### src/rtl/ltc23xx_multi_adc.sv
// ltc23xx_multi_adc: LTC232x-family simultaneous-sampling SAR ADC driver with stream output and overrun accounting
// Ports: clk/rst (async active-high) | CNV, SCK to ADC; SDO lanes from ADC (one per channel, pre-synchronised)
//        sample_en (continuous), trig (one-shot), busy | m_valid/m_ready/m_data output stream
//        ovr_flag/ovr_cnt dropped-frame status, ovr_clr clears both
module ltc23xx_multi_adc #(
    parameter int NUM_CH     = 4,
    parameter int DATA_W     = 16,
    parameter int CNVH_CYC   = 4,
    parameter int CONV_CYC   = 25,
    parameter int SCK_HALF   = 1,
    parameter int PERIOD_CYC = 110,
    parameter int OVR_W      = 8
) (
    input  logic                     clk,
    input  logic                     rst,
    output logic                     CNV,
    output logic                     SCK,
    input  logic [NUM_CH-1:0]        SDO,
    input  logic                     sample_en,
    input  logic                     trig,
    output logic                     busy,
    output logic                     m_valid,
    input  logic                     m_ready,
    output logic [NUM_CH*DATA_W-1:0] m_data,
    output logic                     ovr_flag,
    input  logic                     ovr_clr,
    output logic [OVR_W-1:0]         ovr_cnt
);
    localparam int FRAME = CNVH_CYC + CONV_CYC + 2 * SCK_HALF * DATA_W + 1;
    localparam int PMAX  = PERIOD_CYC > FRAME ? PERIOD_CYC : FRAME;
    localparam int CMAX0 = CNVH_CYC > CONV_CYC ? CNVH_CYC : CONV_CYC;
    localparam int CMAX  = CMAX0 > 2 * SCK_HALF ? CMAX0 : 2 * SCK_HALF;
    localparam int CW    = $clog2(CMAX + 1);
    localparam int BW    = $clog2(DATA_W);
    localparam int PW    = $clog2(PMAX + 2);
    localparam logic [CW-1:0] CNVH_LAST = CW'(CNVH_CYC - 1);
    localparam logic [CW-1:0] CONV_LAST = CW'(CONV_CYC - 1);
    localparam logic [CW-1:0] SCK_HI    = CW'(SCK_HALF);
    localparam logic [CW-1:0] SCK_LAST  = CW'(2 * SCK_HALF - 1);
    localparam logic [BW-1:0] BIT_LAST  = BW'(DATA_W - 1);
    localparam logic [PW-1:0] PER_LAST  = PW'(PERIOD_CYC - 1);

    typedef enum logic [2:0] {IDLE, CNVH, CONV, SHIFT, WAIT} state_t;

    state_t                     state, state_n;
    logic [CW-1:0]              cnt, cnt_n;
    logic [BW-1:0]              bcnt, bcnt_n;
    logic [PW-1:0]              pcnt;
    logic [NUM_CH*DATA_W-1:0]   sh;
    logic                       done, cap, load, drop;

    assign busy = state != IDLE;
    assign cap  = state == SHIFT && cnt == SCK_LAST;
    assign load = done && (!m_valid || m_ready);
    assign drop = done && m_valid && !m_ready;

    // done is high on the first WAIT cycle; holding WAIT through it guarantees
    // at least one full WAIT cycle, so a too-short period stretches to FRAME+1
    always_comb begin
        state_n = state;
        cnt_n   = cnt + 1'b1;
        bcnt_n  = bcnt;
        case (state)
            IDLE: begin
                cnt_n = '0;
                if (sample_en || trig) state_n = CNVH;
            end
            CNVH: if (cnt == CNVH_LAST) begin
                state_n = CONV;
                cnt_n   = '0;
            end
            CONV: if (cnt == CONV_LAST) begin
                state_n = SHIFT;
                cnt_n   = '0;
            end
            SHIFT: if (cnt == SCK_LAST) begin
                cnt_n   = '0;
                bcnt_n  = bcnt == BIT_LAST ? '0 : bcnt + 1'b1;
                state_n = bcnt == BIT_LAST ? WAIT : SHIFT;
            end
            WAIT: begin
                cnt_n = '0;
                if (!sample_en) state_n = IDLE;
                else if (!done && pcnt >= PER_LAST) state_n = CNVH;
            end
            default: state_n = IDLE;
        endcase
    end

    always_ff @(posedge clk or posedge rst) begin
        if (rst) begin
            state    <= IDLE;
            cnt      <= '0;
            bcnt     <= '0;
            pcnt     <= '0;
            CNV      <= 1'b0;
            SCK      <= 1'b0;
            sh       <= '0;
            done     <= 1'b0;
            m_valid  <= 1'b0;
            m_data   <= '0;
            ovr_flag <= 1'b0;
            ovr_cnt  <= '0;
        end else begin
            state    <= state_n;
            cnt      <= cnt_n;
            bcnt     <= bcnt_n;
            pcnt     <= (state_n == CNVH && state != CNVH) ? '0 : busy ? pcnt + 1'b1 : pcnt;
            CNV      <= state_n == CNVH;
            SCK      <= state_n == SHIFT && cnt_n >= SCK_HI;
            done     <= cap && bcnt == BIT_LAST;
            for (int i = 0; i < NUM_CH; i++)
                if (cap) sh[i*DATA_W +: DATA_W] <= {sh[i*DATA_W +: DATA_W-1], SDO[i]};
            m_valid  <= load || (m_valid && !m_ready);
            if (load) m_data <= sh;
            ovr_flag <= drop ? 1'b1 : ovr_clr ? 1'b0 : ovr_flag;
            ovr_cnt  <= drop ? (ovr_clr ? OVR_W'(1) : &ovr_cnt ? ovr_cnt : ovr_cnt + 1'b1)
                             : ovr_clr ? '0 : ovr_cnt;
        end
    end
endmodule
### config.mk
export PLATFORM = sky130hd
export DESIGN_NAME = ltc23xx_multi_adc
export DESIGN_NICKNAME = d
export VERILOG_FILES = /design/src/rtl/ltc23xx_multi_adc.sv
export SDC_FILE = /design/constraint.sdc
export NUM_CORES = 1
export LEC_CHECK = 0
export CORE_MARGIN = 2
export CORE_UTILIZATION = 54
export DETAILED_ROUTE_END_ITERATION = 10
export PLACE_DENSITY = 0.79
export SLEW_MARGIN = 20
export SYNTH_ARGS = -nofsm -noshare
export SYNTH_HDL_FRONTEND = slang
export SYNTH_SLANG_ARGS = --single-unit
### constraint.sdc
create_clock -name clk -period 14.25 [get_ports clk]
set_input_delay 2.85 -clock clk [delete_from_list [all_inputs] [get_ports clk]]
set_output_delay 2.85 -clock clk [all_outputs]
set_load 0.02 [all_outputs]
**Yosys cells after proc, flatten, opt, wreduce, memory -nomap -nowiden**

Index checks and enable logic that the tools add are counted.

- Register bits: 160

- Add/subtract/negate cells: 4
- $lt $le $gt $ge: 2
- Equality and inequality tests: 12
- Muxes and demuxes: 21
- Reduce and logical (&&, ||, !) cells: 23

Operator list:

| kind | number |
|---|---|
| 8-bit two-way mux | 4 |
| 3-bit two-way mux | 7 |
| 5-bit one-hot mux with 4 select lines | 1 |
| 5-bit two-way mux | 3 |
| 3-bit one-hot mux with 5 select lines | 1 |
| 7-bit two-way mux | 2 |
| 3-bit by 2-bit == test with 1-bit output, second input constant | 3 |
| 1-bit logical AND | 9 |
| 8-bit by 1-bit adder with 8-bit output, second input constant | 1 |
| 8-bit AND reduction | 1 |
| 7-bit by 1-bit adder with 7-bit output, second input constant | 1 |
| 7-bit >= comparator, second input constant | 1 |
| 3-bit by 1-bit == test with 1-bit output, second input constant | 2 |
| 5-bit by 1-bit adder with 5-bit output, second input constant | 1 |
| 5-bit by 1-bit == test with 1-bit output, second input constant | 1 |
| 5-bit by 2-bit == test with 1-bit output, second input constant | 1 |
| 5-bit == test, second input constant | 1 |
| 5-bit by 1-bit >= comparator with 1-bit output, second input constant | 1 |
| 4-bit by 1-bit adder with 4-bit output, second input constant | 1 |
| 4-bit == test, second input constant | 1 |
| 4-bit two-way mux | 1 |
| 2-bit AND reduction | 2 |
| 2-bit nonzero test | 2 |
| 3-bit == test, second input constant | 1 |
| 8 further kinds | 13 |

**Depth between registers and ports, before layout**

- Depth after elaboration: 8
- Gate-level depth with buffers: 9

**Worst setup path before layout**

No wires, ideal clock.

- Path type: input to register
- Start: input sample_en
- End: register pcnt[1]
- Setup time: 122 ps
- Arrival: 4,065 ps
- Required time: 14,128 ps
- Slack: 10,064 ps
- Stages on the path: 6
- Buffers on the path: 0
- Path through: nor3_1 a2111oi_0 nor4_4 inv_1 nor3_1 a2111oi_1

- Word-level cells in the longest chain between the ends: 6

Ends and longest elaborated chain:

| item | RTL line | text |
|---|---|---|
| from (decl) | 19 | `input logic sample_en,` |
| 1-bit logical OR | 66 | `if (sample_en \|\| trig) state_n = CNVH;` |
| 3-bit two-way mux | 66 |  |
| 3-bit one-hot mux with 5 select lines (*) | 63 | `case (state)` |
| net state_n[0] | 45 | `state_t state, state_n;` |
| 3-bit by 1-bit == test with 1-bit output (*) | 108 | `pcnt <= (state_n == CNVH && state != CNVH) ? '0 : busy ? pcnt + 1'b1 : pcnt;` |
| 1-bit logical AND (*) | 108 |  |
| 7-bit two-way mux or 2-bit nonzero test (tied branches) | n/a |  |
| to (signal assigned) | 108 |  |
| to (decl) | 48 | `logic [PW-1:0] pcnt;` |

The timed path passes the listed nets; every way through them passes the cells marked *.
A chain may end at the register's enable or synchronous reset.

**Final worst setup path**

- Start: register state[0]
- End: output busy

- Word-level cells in the longest chain between the ends: 1

Ends and longest elaborated chain:

| item | RTL line | text |
|---|---|---|
| from (decl) | 45 |  |
| from (signal assigned) | 105 | `state <= state_n;` |
| 3-bit nonzero test | 52 | `assign busy = state != IDLE;` |
| to (decl) | 21 | `output logic busy,` |

No other way between the ends.

==> results.sh <==
export IMPL_reg2reg_depth=6
export IMPL_synth_distinct_cells=48
export IMPL_r2r_end="sh[38]$_DFFE_PP0P_"
export IMPL_final_util=0.692
export IMPL_cts_sinks=160
export IMPL_violations="DRC"
export IMPL_numCtsBuffers=17
export IMPL_cp_endpoint="busy"
export IMPL_grt_start_max_net_pins=102
export IMPL_peakVddDrop_uv=96.7
export IMPL_rsz0062_at_grt="false"
export IMPL_crit_type="flip-flop to primary output"
export IMPL_num_io_pins=87
export IMPL_grt_overflow=0
export IMPL_initial_core_util=0.559
export IMPL_syn_inst=445
export IMPL_synthesis_area_mm2=0.00643
export IMPL_fin_ws_ns=9.38
export IMPL_rows=39
export IMPL_synthSimpleGateAreaFrac=0.0646
export IMPL_die_height_um=113
export IMPL_drtIter0Drc=188
export IMPL_finalSetupTns_ns=0
export IMPL_power_leakage_nw=3.82
export IMPL_syn_area_per_cell_um2=14.5
export IMPL_core_area_mm2=0.0115
export IMPL_die_w_um=113
export IMPL_critPathLaunch="state[0]$_DFF_PP0_"
export IMPL_synth_top_area_share=0.622
export IMPL_clock_path_buffers=2
export IMPL_yosysWarnings=0
export IMPL_maxSlewViolCount=0
export IMPL_synth_flop_cell="dfrtp_1"
export IMPL_drive_above_1_share=0.310
export IMPL_nNetsFinal=549
export IMPL_synth_xor_area_share=0.0150
export IMPL_path_clk_slew_ns=0.06
export IMPL_htree_levels=4
export IMPL_synth_edff_count=0
export IMPL_dpl_hpwl_um=7340
export IMPL_arrival_ns=2.02
export IMPL_dr_total_vias=3768
export IMPL_synth_most_common_cell="dfrtp_1"
export IMPL_cp_start_kind="flip-flop"
export IMPL_postCtsHoldBufs=0
export IMPL_worstPathCellList="or3_2 -> clkdlybuf4s50_1"
export IMPL_cp_max_fo=12
export IMPL_antenna_found_initial=0
export IMPL_ant_nets=0
export IMPL_diodes=0
export IMPL_drc=8
export IMPL_worst_pin_slew_ns=0.870
export IMPL_wl_um=11300
export IMPL_clock_latency_ns=0.42
export IMPL_hp_class="flip-flop to flip-flop"
export IMPL_synth_compound_area_frac=0.0319
export IMPL_synth_area_top_cells="dfrtp_1 62%, mux2_2 23%, ha_1 1.4%, nor2_1 1.2%, xor2_1 0.95%"
export IMPL_drt_vias_per_instance=5.48
export IMPL_cpPeakStageDelay_ns=0.56
export IMPL_cts_tree="yes"
export IMPL_dieArea_mm2=0.0128
export IMPL_outcome="complete, but fails checks"
export IMPL_cp_end_kind="primary output"
export IMPL_synth_mux_area_frac=0.227
export IMPL_fin_hold_ws_ns=0.503
export IMPL_cp_depth=2
export IMPL_path_delay_family="buffers and inverters"
export IMPL_fin_skew_ns=0.00788
export IMPL_cp_slowest_cell="clkdlybuf4s50_1"
export IMPL_async_reset_ff_frac=1.00
export IMPL_post_cts_setup_buffer_count=0
export IMPL_fmax_mhz=205
export IMPL_period_minus_slack_ns=4.87
export IMPL_synth_nets=462
export IMPL_track_usage=0.191
export IMPL_slew_headroom=0.420
export IMPL_root_buffer="clkbuf_16"
export IMPL_ctsResizeCount=0
export IMPL_yosysTopAreaCell="dfrtp_1"
export IMPL_power_density_mw_per_mm2=153
export IMPL_yosys_area_share_adder=0.0136
export IMPL_drv_cap=0
export IMPL_required_ns=11.40
export IMPL_grt_pass1_wl_um=19100
export IMPL_port_buffers=86
export IMPL_critPathBufInv=1
export IMPL_drtPass1Iterations=7
export IMPL_seq_area_frac_synth=0.622
export IMPL_period_share=0.342
export IMPL_place_gp_congestion=0.780
export IMPL_syn_to_final_growth_pct=23.9
export IMPL_r2r_slack_ns=11.44
export IMPL_post_place_ws_ns=9.33
export IMPL_synth_common_cells="160 x dfrtp_1, 129 x mux2_2, 20 x nor2_1"
export IMPL_timing_rr_start="cnt[1]$_DFF_PP0_"
export IMPL_wl_per_cell_um=16.4
export IMPL_ys_ff_latch=160
export IMPL_grt_pass1_vias=3893
export IMPL_synth_top_family_by_area="multiplexers"
export IMPL_hold_viol=0
export IMPL_setup_viol=0
[worst reg2reg max path, stage by stage (launching register included)]
cell and delay [ns]:
dfrtp_1 0.42, inv_1 0.10, ha_1 0.14, or4b_1 0.53
or3_2 0.73, buf_4 0.42, mux2_2 0.36
[layout by cell type, fill, tap and decap left out, drive strengths merged, types with 2 or more instances in the layout]
cell             n
xor2             7
nor2            20
o22ai            2
nor3             9
buf              3
nand3            5
nand3b           2
inv             11
clkbuf          24
nand4            3
mux2           129
nor4b            2
clkinvlp         3
nand2b           3
nand2           13
a31oi            3
clkdlybuf4s50   86
a2111oi          2
dfrtp          160
clkinv           3
a211oi           2
bufinv           2
ha               7
xnor2            4
nor4             2
a21oi            8
or3              5
and3             2
o21ai            7
[routing by layer]
metal / up-vias / GRT usage / routed length (um)
met5: - / 0 / 0
met4: 0 / 0.0805 / 228
met3: 18 / 0.0503 / 437
met2: 64 / 0.315 / 5810
met1: 1932 / 0.241 / 4820
li1: 1754 / - / -
[state kept, by name, summed over array words and instances, names as in the netlist]
register,count
sh,64
bcnt,4
ovr_cnt,8
state,3
m_data,64
cnt,5
pcnt,7
SCK,1
m_valid,1
ovr_flag,1
done,1
CNV,1
[cell type report]
type / count / area, um^2
Multi-Input combinational cell: 253 / 2270
Sequential cell: 160 / 4000
Clock inverter: 8 / 105
Clock buffer: 24 / 482
Timing Repair Buffer: 89 / 883
Fill cell: 811 / 3550
Tap cell: 143 / 179
Inverter: 11 / 46.3
[metrics by stage]
stage | cell area [um^2] | power (mW) | cells
after global routing | 7970 | 1.28 | 688
after detailed placement | 7380 | 0.783 | 656
after CTS | 7970 | 1.23 | 688
final | 7970 | 1.22 | 688
after global placement | 7380 | 0.767 | 656
after floorplan | 6430 | 0.737 | 445
[cell families after synthesis]
kind of cell,Yosys count
DFF,160
muxes,130
and+or+nand+nor,74
buffers and inverters,32
AOI/OAI and AO/OA,31
xor gates and xnor gates,11
adders and majority gates,7
[worst min-delay path by stage]
stage	start	to	slack, ns	cells after the start
floorplan	bcnt[3]$_DFFE_PP0P_	bcnt[3]$_DFFE_PP0P_	0.45	1
global placement	bcnt[3]$_DFFE_PP0P_	bcnt[3]$_DFFE_PP0P_	0.47	1
detailed placement	m_data[42]$_DFFE_PP0P_	m_data[42]$_DFFE_PP0P_	0.49	1
CTS	m_data[23]$_DFFE_PP0P_	m_data[23]$_DFFE_PP0P_	0.51	1
global route	sh[31]$_DFFE_PP0P_	m_data[31]$_DFFE_PP0P_	0.52	1
finish	m_data[43]$_DFFE_PP0P_	m_data[43]$_DFFE_PP0P_	0.50	1
[where the power goes]
part	total, mW	switching, mW	leakage, nW	internal [mW]
logic	0.199	0.0986	1.36	0.100
clock network	0.443	0.171	0.277	0.272
registers	0.575	0.0590	2.18	0.515
(Power assumes the default switching activity.)
